--- src/rtl/inst_prefetch_buffer_if.sv ---
// Signal bundle between the prefetch buffer, instruction memory, IF/ID and the redirect source.
// master = prefetch buffer side, slave = memory / pipeline side.
interface inst_prefetch_buffer_if;
    logic        mem_req;
    logic [63:0] mem_addr;
    logic        mem_ack;
    logic [31:0] mem_rdata;
    logic        out_valid;
    logic [63:0] out_pc;
    logic [31:0] out_instr;
    logic        out_ready;
    logic        redirect_valid;
    logic [63:0] redirect_pc;

    modport master (
        output mem_req, mem_addr, out_valid, out_pc, out_instr,
        input  mem_ack, mem_rdata, out_ready, redirect_valid, redirect_pc
    );

    modport slave (
        input  mem_req, mem_addr, out_valid, out_pc, out_instr,
        output mem_ack, mem_rdata, out_ready, redirect_valid, redirect_pc
    );
endinterface

--- src/rtl/inst_prefetch_buffer.sv ---
// Instruction prefetch queue: one outstanding fetch, DEPTH-entry {pc, instr} FIFO, redirect flush.
// Optional PREFETCH_ISSUE_ON_ACK_EN issues the next fetch in the same cycle as an accepted ack.
module inst_prefetch_buffer #(
    parameter int unsigned DEPTH    = 4,
    parameter logic [63:0] RESET_PC = 64'h0
) (
    input logic                    clk,
    input logic                    rst,
    inst_prefetch_buffer_if.master pf
);
    localparam int unsigned PW = $clog2(DEPTH);
    localparam int unsigned CW = $clog2(DEPTH + 1);
    localparam logic [CW-1:0] DEPTH_C = CW'(DEPTH);

    typedef enum logic [1:0] {IDLE, WAIT, DROP} state_e;
    typedef struct packed {
        logic [63:0] pc;
        logic [31:0] instr;
    } entry_t;

    entry_t        ent_q [DEPTH];
    logic [PW-1:0] head_q, head_d, tail_q, tail_d;
    logic [CW-1:0] count_q, count_d;
    state_e        state_q;
    logic [63:0]   fetch_pc_q, mem_addr_q, out_pc_q;
    logic [31:0]   out_instr_q;
    logic          mem_req_q, out_valid_q;
    logic          redir, push, pop;
    logic [63:0]   redir_pc;
    entry_t        head_ent;

    assign redir    = pf.redirect_valid;
    assign redir_pc = pf.redirect_pc & ~64'h3;
    // A redirect kills both the arriving response and the IF/ID handoff of this cycle.
    assign push     = (state_q == WAIT) && pf.mem_ack && !redir;
    assign pop      = out_valid_q && pf.out_ready && !redir;

    always_comb begin
        head_d   = head_q;
        tail_d   = tail_q;
        count_d  = count_q;
        if (redir) begin
            head_d  = '0;
            tail_d  = '0;
            count_d = '0;
        end else begin
            if (push) tail_d = tail_q + PW'(1);
            if (pop)  head_d = head_q + PW'(1);
            case ({push, pop})
                2'b10:   count_d = count_q + CW'(1);
                2'b01:   count_d = count_q - CW'(1);
                default: count_d = count_q;
            endcase
        end
        // The entry landing this cycle is not in storage yet; forward it when it becomes head.
        head_ent = ent_q[head_d];
        if (push && (head_d == tail_q))
            head_ent = '{pc: mem_addr_q, instr: pf.mem_rdata};
    end

    always_ff @(posedge clk) begin
        if (push) ent_q[tail_q] <= '{pc: mem_addr_q, instr: pf.mem_rdata};
    end

    always_ff @(posedge clk or negedge rst) begin
        if (!rst) begin
            head_q      <= '0;
            tail_q      <= '0;
            count_q     <= '0;
            out_valid_q <= 1'b0;
            out_pc_q    <= '0;
            out_instr_q <= '0;
        end else begin
            head_q      <= head_d;
            tail_q      <= tail_d;
            count_q     <= count_d;
            out_valid_q <= (count_d != '0);
            if (count_d != '0) begin
                out_pc_q    <= head_ent.pc;
                out_instr_q <= head_ent.instr;
            end
        end
    end

    always_ff @(posedge clk or negedge rst) begin
        if (!rst) begin
            state_q    <= IDLE;
            mem_req_q  <= 1'b0;
            mem_addr_q <= RESET_PC;
            fetch_pc_q <= RESET_PC;
        end else begin
            case (state_q)
                IDLE: begin
                    if (redir) begin
                        fetch_pc_q <= redir_pc;
                    end else if (count_q < DEPTH_C) begin
                        state_q    <= WAIT;
                        mem_req_q  <= 1'b1;
                        mem_addr_q <= fetch_pc_q;
                        fetch_pc_q <= fetch_pc_q + 64'd4;
                    end
                end
                WAIT: begin
                    if (redir) begin
                        fetch_pc_q <= redir_pc;
                        mem_req_q  <= 1'b0;
                        state_q    <= pf.mem_ack ? IDLE : DROP;
                    end else if (pf.mem_ack) begin
`ifdef PREFETCH_ISSUE_ON_ACK_EN
                        if (count_d < DEPTH_C) begin
                            mem_addr_q <= fetch_pc_q;
                            fetch_pc_q <= fetch_pc_q + 64'd4;
                        end else begin
                            state_q   <= IDLE;
                            mem_req_q <= 1'b0;
                        end
`else
                        state_q   <= IDLE;
                        mem_req_q <= 1'b0;
`endif
                    end
                end
                DROP: begin
                    // The abandoned response still owes us an ack; swallow it before refetching.
                    if (redir)      fetch_pc_q <= redir_pc;
                    if (pf.mem_ack) state_q    <= IDLE;
                end
                default: begin
                    state_q   <= IDLE;
                    mem_req_q <= 1'b0;
                end
            endcase
        end
    end

    assign pf.mem_req   = mem_req_q;
    assign pf.mem_addr  = mem_addr_q;
    assign pf.out_valid = out_valid_q;
    assign pf.out_pc    = out_pc_q;
    assign pf.out_instr = out_instr_q;
endmodule

--- src/flat_wrapper.sv ---
// flat-port wrapper written by rule: the top's interface ports become plain ports
module inst_prefetch_buffer_flat 
#(
    parameter int unsigned DEPTH    = 4,
    parameter logic [63:0] RESET_PC = 64'h0
)
  (clk, rst, pf_mem_req, pf_mem_addr, pf_out_valid, pf_out_pc, pf_out_instr, pf_mem_ack, pf_mem_rdata, pf_out_ready, pf_redirect_valid, pf_redirect_pc);
  inst_prefetch_buffer_if pf_i ();
  input logic clk;
  input logic rst;
  output wire logic [$bits(pf_i.mem_req)-1:0] pf_mem_req;
  output wire logic [$bits(pf_i.mem_addr)-1:0] pf_mem_addr;
  output wire logic [$bits(pf_i.out_valid)-1:0] pf_out_valid;
  output wire logic [$bits(pf_i.out_pc)-1:0] pf_out_pc;
  output wire logic [$bits(pf_i.out_instr)-1:0] pf_out_instr;
  input wire logic [$bits(pf_i.mem_ack)-1:0] pf_mem_ack;
  input wire logic [$bits(pf_i.mem_rdata)-1:0] pf_mem_rdata;
  input wire logic [$bits(pf_i.out_ready)-1:0] pf_out_ready;
  input wire logic [$bits(pf_i.redirect_valid)-1:0] pf_redirect_valid;
  input wire logic [$bits(pf_i.redirect_pc)-1:0] pf_redirect_pc;
  assign pf_mem_req = pf_i.mem_req;
  assign pf_mem_addr = pf_i.mem_addr;
  assign pf_out_valid = pf_i.out_valid;
  assign pf_out_pc = pf_i.out_pc;
  assign pf_out_instr = pf_i.out_instr;
  assign pf_i.mem_ack = pf_mem_ack;
  assign pf_i.mem_rdata = pf_mem_rdata;
  assign pf_i.out_ready = pf_out_ready;
  assign pf_i.redirect_valid = pf_redirect_valid;
  assign pf_i.redirect_pc = pf_redirect_pc;
  inst_prefetch_buffer #(.DEPTH(DEPTH), .RESET_PC(RESET_PC)) u_core (.clk(clk), .rst(rst), .pf(pf_i));
endmodule
--- config.mk ---
export PLATFORM = sky130hd
export DESIGN_NAME = inst_prefetch_buffer_flat
export DESIGN_NICKNAME = d
export VERILOG_FILES = /design/src/rtl/inst_prefetch_buffer_if.sv /design/src/rtl/inst_prefetch_buffer.sv /design/src/flat_wrapper.sv
export SDC_FILE = /design/constraint.sdc
export NUM_CORES = 1
export LEC_CHECK = 0
export BUFFER_PORTS_ARGS = -buffer_cell sky130_fd_sc_hd__buf_2
export CAP_MARGIN = 5
export CORE_MARGIN = 2
export CORE_UTILIZATION = 61
export DETAILED_ROUTE_END_ITERATION = 8
export HOLD_SLACK_MARGIN = 0.05
export PLACE_DENSITY_LB_ADDON = 0.15
export SLEW_MARGIN = 40
export SYNTH_ARGS = -nofsm -noshare
export SYNTH_HDL_FRONTEND = slang
export SYNTH_SLANG_ARGS = --single-unit
--- constraint.sdc ---
create_clock -name clk -period 6.35 [get_ports clk]
set_input_delay 0.9525 -clock clk [delete_from_list [all_inputs] [get_ports clk]]
set_output_delay 0.9525 -clock clk [all_outputs]
set_load 0.02 [all_outputs]
Word level (Yosys, flattened, before mapping)
Memory sizes are Yosys's and may differ from the RTL's. A register that Yosys moved wholly into a read port is not among the register bits.
Cells that the tools add are included.
{"block": "totals", "regBits": 139, "ram_bits": 384, "inputBits": 101, "output_inout_bits": 162, "wordCells": 64, "mem_count": 1}
{"name": "u_core.ent_q", "words": 4, "word_bits": 96, "rd": 1, "rd_ports_with_merged_regs": 1, "wr": 1, "line": "inst_prefetch_buffer.sv:21", "rtl": "entry_t ent_q [DEPTH];"}
{"block": "op_classes", "add_sub_neg": 5, "n_lt_le_gt_ge": 1, "eq_ne": 9, "n_mux": 23, "bitwise": 2, "n_reduce_logical": 15}
{"cell": "2-to-1 mux 64 bit", "n": 3}
{"cell": "one-hot mux 64 bit (2 select lines)", "n": 1}
{"cell": "adder 64 x 3 -> 64 bit, second input constant", "n": 1}
{"cell": "2-to-1 mux 2 bit", "n": 9}
{"cell": "2-to-1 mux 1 bit", "n": 6}
{"cell": "one-hot mux 2 bit (3 select lines)", "n": 1}
{"cell": "one-hot mux 3 bit (2 select lines)", "n": 1}
{"cell": "AND reduction 3 bit", "n": 2}
{"cell": "adder 2 x 1 -> 2 bit, second input constant", "n": 2}
{"cell": "equality test 2 x 1 -> 1 bit, second input constant", "n": 2}
{"cell": "equality test 2 bit, second input constant", "n": 2}
{"cell": "logical AND 1 bit", "n": 4}
{"cell": "inequality test 2 x 1 -> 1 bit, second input constant", "n": 2}
{"cell": "AND reduction 4 bit", "n": 1}
{"cell": "nonzero test 2 bit", "n": 2}
{"cell": "adder 3 x 1 -> 3 bit, second input constant", "n": 1}
{"cell": "less-than comparator 3 bit, second input constant", "n": 1}
{"cell": "2-to-1 mux 3 bit", "n": 1}
{"cell": "inequality test 3 x 2 -> 1 bit, second input constant", "n": 1}
{"cell": "inequality test 3 bit, second input constant", "n": 1}
{"cell": "one-hot mux 1 bit (3 select lines)", "n": 1}
{"cell": "nonzero test 3 bit", "n": 1}
{"cell": "subtractor 3 x 1 -> 3 bit, second input constant", "n": 1}
{"cell": "logical NOT 1 bit", "n": 2}
{"cell": "other kinds (5)", "n": 6}

Logic depth before layout (Yosys ltp)
Gate-level depths: netlist (run 1).
{"block": "depth", "ltp_word": 7, "mapped_depth": 16, "mapped_depth_nobuf": 13}

Worst setup path before layout (run 1)
Ideal clock, no wire load.
{"block": "synth_path", "path_type": "input port to flip-flop", "startpoint": "input port pf_redirect_valid", "endpoint": "memory u_core.ent_q[0][0] (netlist bit) (enable)", "setup_time_ns": 0.464, "arrival_time_ns": 3.642, "t_required_ns": 5.886, "slack_ns": 2.244, "path_stages": 3, "path_buffers": 1, "cell_sequence": "clkbuf_1 > nor2b_1 > and3_1"}
{"block": "synth_via", "elab_chain_len": 4}
{"item": "start: declaration", "line": "flat_wrapper.sv:19", "rtl": "input wire logic [$bits(pf_i.redirect_valid)-1:0] pf_redirect_valid;"}
{"item": "logical NOT 1 bit", "line": "inst_prefetch_buffer.sv:35", "rtl": "assign push = (state_q == WAIT) && pf.mem_ack && !redir;"}
{"item": "logical AND 1 bit", "line": "inst_prefetch_buffer.sv:35"}
{"item": "2-to-1 mux 1 bit", "line": "inst_prefetch_buffer.sv:62", "rtl": "if (push) ent_q[tail_q] <= '{pc: mem_addr_q, instr: pf.mem_rdata};"}
{"item": "2-to-1 mux 1 bit (not written as such)", "line": "inst_prefetch_buffer.sv:62"}
{"item": "end: declaration", "line": "inst_prefetch_buffer.sv:21"}
No other way between the ends.

Worst setup path after layout (run 1)
{"block": "layout_path", "startpoint": "register u_core.state_q[1]", "endpoint": "register u_core.out_pc_q[41], in the netlist u_core.pf.out_pc[41] (read register of u_core.ent_q)"}
{"block": "layout_via", "elab_chain_len": 7}
{"item": "start: declaration", "line": "inst_prefetch_buffer.sv:24", "rtl": "state_e state_q;"}
{"item": "start signal: assignment", "line": "inst_prefetch_buffer.sv:107", "rtl": "state_q <= pf.mem_ack ? IDLE : DROP;"}
{"item": "equality test 2 x 1 -> 1 bit *", "line": "inst_prefetch_buffer.sv:35"}
{"item": "logical AND 1 bit * (2 in a row)", "line": "inst_prefetch_buffer.sv:35"}
{"item": "equality test 2 x 1 -> 1 bit or equality test 2 bit (tied branches)", "line": "inst_prefetch_buffer.sv:49", "rtl": "case ({push, pop})"}
{"item": "one-hot mux 3 bit (2 select lines) *", "line": "inst_prefetch_buffer.sv:49"}
{"item": "2-to-1 mux 3 bit *", "line": "inst_prefetch_buffer.sv:42", "rtl": "if (redir) begin"}
{"item": "via u_core.count_d[2]", "line": "inst_prefetch_buffer.sv:23", "rtl": "logic [CW-1:0] count_q, count_d;"}
{"item": "nonzero test 3 bit *", "line": "inst_prefetch_buffer.sv:78", "rtl": "if (count_d != '0) begin"}
{"item": "end: declaration", "line": "inst_prefetch_buffer.sv:25", "rtl": "logic [63:0] fetch_pc_q, mem_addr_q, out_pc_q;"}
Mark *: on every way through the listed nets, which the timed path passes. The rest lies on a longest branch.
A chain may end at the register's enable or synchronous reset.

==> results of run 1 <==
-- worst paths after layout --
path / startpoint / slack (ps) / endpoint / cells after the start
min in group clk: u_core.pf.mem_req / 520 / u_core.pf.mem_req / 2
worst max-delay path: u_core.state_q[1] / 2060 / u_core.pf.out_pc[41] / 14
worst min-delay path: rst / 190 / u_core.pf.out_instr[2] / 1
worst max register to register: u_core.state_q[1] / 2060 / u_core.pf.out_pc[41] / 14
worst min register to register: u_core.pf.mem_req / 520 / u_core.pf.mem_req / 2
max in group asynchronous: rst / 5080 / u_core.fetch_pc_q[22] / 3
-- power by group through the flow --
stage / clock [mW] / combinational, mW / sequential [mW]
2_1_floorplan: 0 / 2.12 / 6.59
3_3_place_gp: 0 / 3.76 / 6.19
3_5_place_dp: 0 / 3.89 / 6.26
4_1_cts: 3.72 / 3.91 / 6.19
5_1_grt: 3.89 / 4.28 / 6.34
6_report: 3.67 / 3.89 / 6.20
-- area by class of cell --
class	count	area share [%]
flip-flops and latches	605	59.32
multi-input cells	972	24.92
repair buffers	285	6.030
clock buffers	71	5.372
well taps	525	2.289
clock inverters	41	1.761
inverters	18	0.2354
diodes	9	0.07848
-- Yosys cell counts (4+ instances only) --
| cell type | instances | area [sq um] |
|---|---|---|
| o21ai_0 | 46 | 230.2 |
| mux4_2 | 94 | 2117 |
| buf_1 | 8 | 30.03 |
| mux2_2 | 62 | 698.2 |
| clkbuf_1 | 83 | 311.6 |
| or3_1 | 16 | 100.1 |
| ha_1 | 10 | 125.1 |
| a211oi_1 | 6 | 45.04 |
| buf_2 | 14 | 70.07 |
| and4_1 | 7 | 61.31 |
| buf_4 | 5 | 37.54 |
| a31oi_1 | 97 | 606.8 |
| nor3_1 | 28 | 140.1 |
| o32ai_1 | 6 | 52.55 |
| nand3_1 | 30 | 150.1 |
| xnor2_1 | 4 | 35.03 |
| nand4_1 | 15 | 93.84 |
| o22ai_1 | 22 | 137.6 |
| a21oi_1 | 75 | 375.4 |
| dfrtp_1 | 229 | 5731 |
| a311oi_1 | 8 | 70.07 |
| and2_1 | 5 | 31.28 |
| nand2_1 | 240 | 900.9 |
| nor2_1 | 130 | 488.0 |
| edfxtp_1 | 376 | 11290 |
| and3_1 | 11 | 68.82 |
| inv_1 | 18 | 67.56 |
| a2bb2oi_1 | 4 | 35.03 |
-- layout by cell type (no fill, tap or decap), drive strengths merged, types with 5 or more instances in the layout --
cell and n:
a211oi 8, mux2 62, nand4 16, diode 9
clkbuf 71, buf 285, a21oi 75, or3 16
inv 21, and2 5, o32ai 6, o22ai 22
nand2 240, mux4 94, ha 10, nor3 31
o21ai 47, and4 7, a311oi 8, bufinv 11
dfrtp 229, and3 11, clkinv 24, a31oi 97
edfxtp 376, nand3 30, nor2 130
-- logic make-up after synthesis --
group	synth area share (%)
AO/OA/AOI/OAI	7.364
XOR/XNOR	0.1780
adder cells (fa/ha/maj)	0.5899
buffers and inverters	2.192
flip-flops	69.19
multiplexers	11.56
other	0.01524
AND/OR/NAND/NOR	8.910
-- worst max-delay path, delay by kind of cell, from the launching register on --
| kind | cells | cell delay, ps |
|---|---|---|
| xor+xnor | 1 | 150 |
| simple gates | 5 | 1670 |
| compound gates | 2 | 420 |
| fa+ha+maj | 3 | 850 |
| flops | 1 | 430 |
| buf+inv | 3 | 640 |
-- flip-flops by register name, indices dropped and copies added (netlist names), 2 cells and up --
signal               cells
u_core.fetch_pc_q       62
u_core.tail_q            2
u_core.state_q           2
u_core.pf.out_pc        62
u_core.pf.mem_addr      62
u_core.count_q           3
u_core.head_q            2
u_core.pf.out_instr     32
u_core.ent_q           376
-- layer usage --
metal  vias to the layer above  wire [microns]  track usage, %  share of wire [%]
met2                       636           26850           42.54                 47
met5                         -              80               0               0.14
met3                       106            4230           5.043                7.4
met1                      7962           24460           41.17                 43
met4                        12            1461           9.808                2.6
li1                       6964               -               -                  -
-- metrics by stage --
stage	utilization [%]	instances	setup slack, ps	area, sq um	hold WS (ps)
3_3_place_gp	66.30	2393	1917	26340	484.1
6_report	72.22	2526	2058	28700	189.4
5_1_grt	72.21	2523	1757	28690	182.3
2_1_floorplan	-	1707	2244	24610	469.2
3_5_place_dp	66.85	2403	1766	26560	505.8
4_1_cts	72.00	2515	2069	28610	375.7
==> flow_metrics.tcl, run 1 <==
set metrics [dict create \
    status "finished clean" \
    synth.distinct_cells 63 \
    power_density_mw_per_mm2 479.7 \
    rows 73 \
    die_height_microns 204.8 \
    gp_congestion 0.8361 \
    finalSetupViolCount 0 \
    cp-start-kind "register" \
    cts-root-buf "clkbuf_16" \
    grt_pass1_wl_microns 88610 \
    grt_pass1_vias 15370 \
    ys_seq_area_share_pct 69.19 \
    worstSetupPathType "register to register" \
    finalHoldViolations 0 \
    cts_sinks 605 \
    combPwrFrac_pct 28.3 \
    cp.required_ps 6870 \
    postSynthCellCount 1704 \
    ys_seq_elements 605 \
    num-fill-cells 2604 \
    core_area_sq_mm 0.03973 \
    drv_cap 0 \
    relSlewSlack_pct 45.19 \
    synth_edf_count 376 \
    post-route-min-period_ps 4292 \
    design.die.area_sq_mm 0.04195 \
    post_cts_resized 0 \
    fin_nets 2053 \
    ant_nets 0 \
    synthFlopType "edfxtp_1" \
    dr.pass1.iters 5 \
    fmax_ghz 0.2330 \
    crit_path_max_fanout 52 \
    ios 263 \
    vias_per_cell 6.207 \
    crit_path_cell_trace "inv_1, ha_1, nor2b_1, and2_1, inv_1, ha_1, fa_1, xnor2_1, or3_1, a21oi_1, or3_4, buf_4, nor2_1, a31oi_1" \
    clockBufferDepth 3 \
    p_int_mw 8.972 \
    cts_setup_buffers 0 \
    cp-end-kind "register" \
    path_clk_slew_ps 60 \
    yosys_warnings 0 \
    port_buffers 256 \
    worst_ep_arrival_time_ps 4810 \
    multi_input_area_sq_mm 0.007151 \
    syn2layout_area_growth_pct 16.64 \
    clock_latency_ps 620 \
    route.vias.total 15680 \
    drc 0 \
    wl_microns 57080 \
    switching_share_pct 34.82 \
    grt_max_degree 135 \
    rsz0062_at_grt "false" \
    p_sw_mw 4.793 \
    start_util_pct 61.92 \
    antenna_found_initial 15 \
    drt-initial-drc-count 1326 \
    cts-htree-levels 2 \
    cts_buffers 59 \
    worst_path_max_delay_cell "or3_4" \
    hold_buffers 0 \
    fp.dieW_microns 204.8 \
    grt-ovfl-total 0 \
    syn_avg_cell_area_sq_um 14.44 \
    tightestPinTransition_ps 815.3 \
    ys_async_sr_fraction_pct 37.85 \
    hold_path_class "input port to asynchronous set/reset pin" \
    final_layout_size_suffix_gt1_share_pct 28.31 \
    clock_skew_ps 30.91 \
    drv_slew 0 \
    wire_per_inst_microns 22.60 \
    p_clk_share_pct 26.7 \
    syn_area_sq_mm 0.02460 \
    seqCellArea_sq_mm 0.01702 \
    dp_hpwl_microns 35210 \
    pwr-share-seq_pct 45.0 \
    cts_tree "built" \
    final.setup.tns_ps 0 \
    ir_drop_mv 0.3361 \
    p_leak_nw 10.68 \
    grtUsageTotal_pct 27.92 \
    crit_path_max_incr_delay_ps 540 \
    min_period_over_period_pct 67.59 \
    total_power_mw 13.77 \
]
No activity file was read; power rests on OpenSTA's default activity.
==> run 2: changes to the inputs <==
Settings changed: CORE_UTILIZATION 61 to 53.
Clock period 6.35 ns to 3.9 ns, I/O delays scaled along.
==> run 2 against run 1 <==
Effect of this change:
- via count decreased by 1.4%
- largest cell class unchanged
- first-iteration DRC count decreased by 13%
- die area increased by 15%
- critical path depth unchanged
- sequential cell count unchanged
- final area increased by 0.64%
- global-route usage decreased by 3.0 points
- core utilization decreased by 8.9 points
- largest power group unchanged
- fmax increased by 25%
- power increased by 64%
- non-clock buffer count increased by 8
- clock skew decreased by 17 ps
==> flow_metrics.tcl, run 2 (same netlist as run 1, synthesis figures left out) <==
set metrics [dict create \
    cp-start-kind "register" \
    vias_per_cell 5.926 \
    path_clk_slew_ps 60 \
    drc 0 \
    grt_pass1_vias 15500 \
    drt-initial-drc-count 1151 \
    core_area_sq_mm 0.04558 \
    wl_microns 58560 \
    start_util_pct 53.98 \
    crit_family "simple AND/OR/NAND/NOR gates" \
    fin_nets 2063 \
    dp_slack_ps 523.2 \
    cts_tree "built" \
    rsz0062_at_grt "false" \
    wire_per_inst_microns 22.44 \
    fmax_ghz 0.2913 \
    port_buffers 256 \
    p_leak_nw 10.76 \
    relSlewSlack_pct 42.33 \
    layout_commonest_cell "edfxtp_1" \
    ios 263 \
    clockBufferDepth 3 \
    grt_max_degree 96 \
    combPwrFrac_pct 28.2 \
    clock_latency_ps 620 \
    rows 78 \
    worst_ep_arrival_time_ps 3960 \
    post-route-min-period_ps 3433 \
    finalHoldViolations 0 \
    status "finished clean" \
    crit_buf_inv 3 \
    ir_drop_mv 0.5671 \
    crit_path_max_incr_delay_ps 420 \
    dp_hpwl_microns 35770 \
    min_period_over_period_pct 88.02 \
    pwr-share-seq_pct 44.6 \
    largest_reg_flops 376 \
    clock_skew_ps 13.55 \
    worstSetupPathType "register to register" \
    gp_congestion 0.8063 \
    ant_nets 0 \
    switching_share_pct 34.60 \
    worst_path_max_delay_cell "dfrtp_1" \
    crit_path_cell_trace "inv_1, ha_1, nor2b_1, and2_1, inv_1, ha_1, fa_1, xnor2_1, or3_1, a21oi_1, or3_4, buf_12, nor2_1, a31oi_1" \
    p_sw_mw 7.815 \
    cp.required_ps 4430 \
    final_cell_mix "edfxtp_1 (376), buf_2 (255), nand2_1 (240), dfrtp_1 (229), nor2_1 (128)" \
    die_height_microns 219.5 \
    p_clk_share_pct 27.2 \
    grtUsageTotal_pct 24.89 \
    final.setup.tns_ps 0 \
    post_cts_resized 0 \
    regMostFlops "u_core.ent_q" \
    design.die.area_sq_mm 0.04816 \
    p_int_mw 14.77 \
    antenna_found_initial 14 \
    syn2layout_area_growth_pct 17.39 \
    final_layout_size_suffix_gt1_share_pct 28.39 \
    cp-end-kind "register" \
    power_density_mw_per_mm2 782.0 \
    cts-htree-levels 2 \
    crit_path_max_fanout 76 \
    setup_ws_ps 467.2 \
    cts_sinks 605 \
    drv_cap 0 \
    fp.dieW_microns 219.5 \
    dr.pass1.iters 7 \
    drv_slew 0 \
    grt_pass1_wl_microns 90710 \
    tightestPinTransition_ps 858.4 \
    cts-root-buf "clkbuf_16" \
    hold_path_class "input port to register" \
    finalSetupViolCount 0 \
    route.vias.total 15470 \
    grt-ovfl-total 0 \
    cts_buffers 61 \
]
==> run 2: changes by cell type in the layout (fill, tap and decap cells not counted), moves of 2 or more <==
cell / previous run / this run
clkbuf_16: 59 / 63
clkinv_1: 7 / 10
buf_6: 3 / 1
inv_6: 3 / 1
buf_4: 11 / 21
clkbuf_8: 2 / 4
clkinv_2: 15 / 13
diode_2: 9 / 6
==> run 2: through the flow <==
step	util (%)	power [mW]	cell area, sq um	std cells	hold slack (ps)
finish	63.37	22.58	28880	2610	197.7
global route	63.35	23.86	28870	2607	164.1
CTS	63.27	22.77	28830	2603	159.7
detailed placement	58.59	16.61	26700	2486	490.5
global placement	58.53	16.35	26680	2485	488.1
floorplan	-	14.18	24610	1707	289.4
==> run 2: timing repair <==
action / in CTS / in global routing
setup buffers: 0 / 0
endpoints found under the hold margin: 53 / 0
hold buffers: 1 / 0
==> run 2: path summary, 6_finish.rpt <==
check,start,end,depth (start not counted),slack (ps)
min in group asynchronous,rst,u_core.pf.out_instr[4],2,420
min,pf_mem_rdata[5],u_core.ent_q[3][5],1,200
max in group asynchronous,rst,u_core.pf.out_pc[22],4,2490
min reg2reg,u_core.pf.mem_req,u_core.pf.mem_req,2,500
max,u_core.state_q[1],u_core.pf.out_pc[12],14,470
max reg2reg,u_core.state_q[1],u_core.pf.out_pc[12],14,470
==> run 2: worst register-to-register path, stage by stage, from the launching register on <==
cell and delay (ps):
dfrtp_1 420, inv_1 100, ha_1 250, nor2b_1 180, and2_1 230, inv_1 60, ha_1 220, fa_1 390
xnor2_1 160, or3_1 320, a21oi_1 200, or3_4 210, buf_12 300, nor2_1 120, a31oi_1 170
==> run 2: power by group through the flow <==
stage	logic (mW)	clock network, mW	registers (mW)
2_1_floorplan	3.45	0	10.7
3_3_place_gp	6.24	0	10.1
3_5_place_dp	6.40	0	10.2
4_1_cts	6.43	6.25	10.1
5_1_grt	7.00	6.53	10.3
6_report	6.37	6.13	10.1
==> run 2: cell type report <==
class,instances,area (sq um)
inverters,18,67.56
diodes,6,15.01
repair buffers,293,1765
fillers,3427,16700
well taps,600,750.7
flip-flops and latches,605,17020
multi-input cells,972,7141
clock buffers,78,1673
clock inverters,38,446.7
==> run 2: routing by layer <==
metal | up-vias | global-route usage, % | routed length [microns]
met4 | 16 | 6.554 | 1178
met2 | 492 | 39.44 | 27790
met1 | 7890 | 35.34 | 25560
li1 | 6976 | - | -
met3 | 92 | 5.411 | 3920
met5 | - | 0 | 107
==> run 3: changes to the inputs <==
Settings changed: CORE_UTILIZATION 53 to 61, PLACE_DENSITY set to 0.82, PLACE_DENSITY_LB_ADDON 0.15 to not set.
Clock period 3.9 ns to 4.1 ns, I/O delays scaled along.
==> run 3 against run 2 <==
Effect of this change:
- routed wire length is 1.6% lower
- register-to-register slack worse by 60 ps
- die area is 13% lower
- combinational power is 3.6% lower
- final area is 0.82% lower
- sequential cell count stayed put
- cell count is 3.4% lower
- core utilization is 8.7 points higher
- clock skew is 4.8 ps higher
==> flow_metrics.tcl, run 3 (same netlist as run 1, synthesis figures left out) <==
set metrics [dict create \
    status "finished clean" \
    timing.rr.start "u_core.state_q[1]" \
    final_layout_size_suffix_gt1_share_pct 28.22 \
    path_clk_slew_ps 60 \
    fmax_ghz 0.2706 \
    finalHoldViolations 0 \
    crit_path_max_fanout 45 \
    final_area_sq_mm 0.02864 \
    hold_start "pf_mem_rdata[31]" \
    min_period_over_period_pct 90.14 \
    relSlewSlack_pct 45.25 \
    layout_commonest_cell "edfxtp_1" \
    cts-htree-levels 2 \
    dp_hpwl_microns 35480 \
    tightestPinTransition_ps 821.3 \
    wl_microns 57630 \
    grt_max_degree 96 \
    largest_reg_flops 376 \
    reg2reg_depth 14 \
    ir_drop_mv 0.5620 \
    antenna_found_initial 8 \
    gp_congestion 0.8460 \
    drv_slew 0 \
    ios 263 \
    r2r_end "u_core.pf.out_pc[20]" \
    wire_per_inst_microns 22.85 \
    clock_latency_ps 610 \
    route.vias.total 15760 \
    holdPathEnd "u_core.ent_q[1][31]" \
    power_density_mw_per_mm2 740.1 \
    vias_per_cell 6.250 \
    design.die.area_sq_mm 0.04195 \
    syn2layout_area_growth_pct 16.42 \
    final.setup.tns_ps 0 \
    min_path_cells 1 \
    rsz0062_at_grt "false" \
    grt-ovfl-total 0 \
    final_cell_mix "edfxtp_1 (376), buf_2 (255), nand2_1 (240), dfrtp_1 (229), nor2_1 (128)" \
    hold_path_class "input port to register" \
    r2r_setup_slack_ps 400 \
    grt_pass1_wl_microns 88980 \
    clock_skew_ps 18.32 \
    ant_nets 0 \
    drc 0 \
    cp-end-kind "register" \
    cp.required_ps 4620 \
    dr.pass1.iters 5 \
    p_leak_nw 10.67 \
    regMostFlops "u_core.ent_q" \
    total_power_mw 21.20 \
    cts_tree "built" \
    cts_sinks 605 \
    cp-start-kind "register" \
    drt-initial-drc-count 1477 \
    finalSetupViolCount 0 \
    cts_buffers 57 \
    placed_area_sq_mm 0.02661 \
    crit_path_cell_trace "inv_1, ha_1, nor2b_2, and2_1, inv_1, ha_1, fa_1, xnor2_1, or3_1, a21oi_1, or3_4, buf_12, nor2_1, a31oi_1" \
    dp_slack_ps 354.3 \
    die_height_microns 204.8 \
    worst_path_max_delay_cell "dfrtp_1" \
    fin_nets 2059 \
    drv_cap 0 \
    core_area_sq_mm 0.03973 \
    setup_ws_ps 404.2 \
    clockBufferDepth 3 \
    fp.dieW_microns 204.8 \
    rows 73 \
    worstSetupPathType "register to register" \
    port_buffers 256 \
    grt_pass1_vias 15420 \
    post-route-min-period_ps 3696 \
    worst_ep_arrival_time_ps 4210 \
    cts_setup_buffers 0 \
    cts-root-buf "clkbuf_16" \
    grtUsageTotal_pct 27.91 \
    crit_path_max_incr_delay_ps 420 \
    start_util_pct 61.92 \
]
[run 3: cell count changes in the layout (fill, tap and decap cells not counted), moves of 4 or more]
cell       delta
clkinv_1      -7
clkinv_2      -5
buf_12        +5
clkbuf_1      +5
clkbuf_16     -6
clkbuf_8      +5
diode_2       -4
[run 3: per-stage QoR]
stage                     std cells  hold WS [ps]  utilization [%]
after floorplan                1707         319.4                -
after global placement         2409         487.6            66.98
after detailed placement       2409         500.5            66.98
after CTS                      2517         203.3            71.90
after global routing           2522         224.6            72.09
final                          2522         241.7            72.09
[run 3: repair_timing]
item                       4_1_cts  5_1_grt
setup endpoints to repair        0       13
gates resized for setup          0        1
hold endpoints to repair        50        0
hold buffers                     1        0
[run 3: worst max-delay path: cells and delay by family, from the launching register on]
family,cells,cell delay (ps)
AO/OA/AOI/OAI,2,370
buffers and inverters,3,420
AND/OR/NAND/NOR,5,1360
XOR/XNOR,1,150
adder cells (fa/ha/maj),3,840
flip-flops,1,420
[run 3: area by class of cell]
type	instances	area, sq um
multi-input cells	972	7143
flip-flops and latches	605	17020
clock buffers	82	1610
diodes	2	5.005
clock inverters	25	334.1
fillers	2543	11090
inverters	18	67.56
well taps	525	656.9
repair buffers	293	1804
[run 3: worst max-delay path by stage]
stage | start | endpoint | slack (ps)
2_1_floorplan | pf_redirect_valid | u_core.ent_q[0][0] | 330
3_3_place_gp | u_core.state_q[1] | u_core.pf.out_pc[18] | 530
3_5_place_dp | u_core.state_q[1] | u_core.pf.out_pc[4] | 350
4_1_cts | u_core.state_q[1] | u_core.pf.out_pc[2] | 290
5_1_grt | u_core.state_q[1] | u_core.pf.out_pc[20] | 70
6_report | u_core.state_q[1] | u_core.pf.out_pc[20] | 400
[run 3: layer usage]
layer / wire length [microns] / GRT usage [%] / up-vias
met2: 27820 / 44.12 / 713
met4: 1525 / 9.343 / 10
met1: 23820 / 39.83 / 7970
li1: - / - / 6960
met5: 71 / 0 / -
met3: 4396 / 5.043 / 110
[run 3: power breakdown]
group          leakage (nW)  switching [mW]  internal [mW]
combinational          3.75            3.76           2.38
sequential             5.98            1.42           8.20
clock                 0.944            2.26           3.18
total                  10.7            7.44           13.8
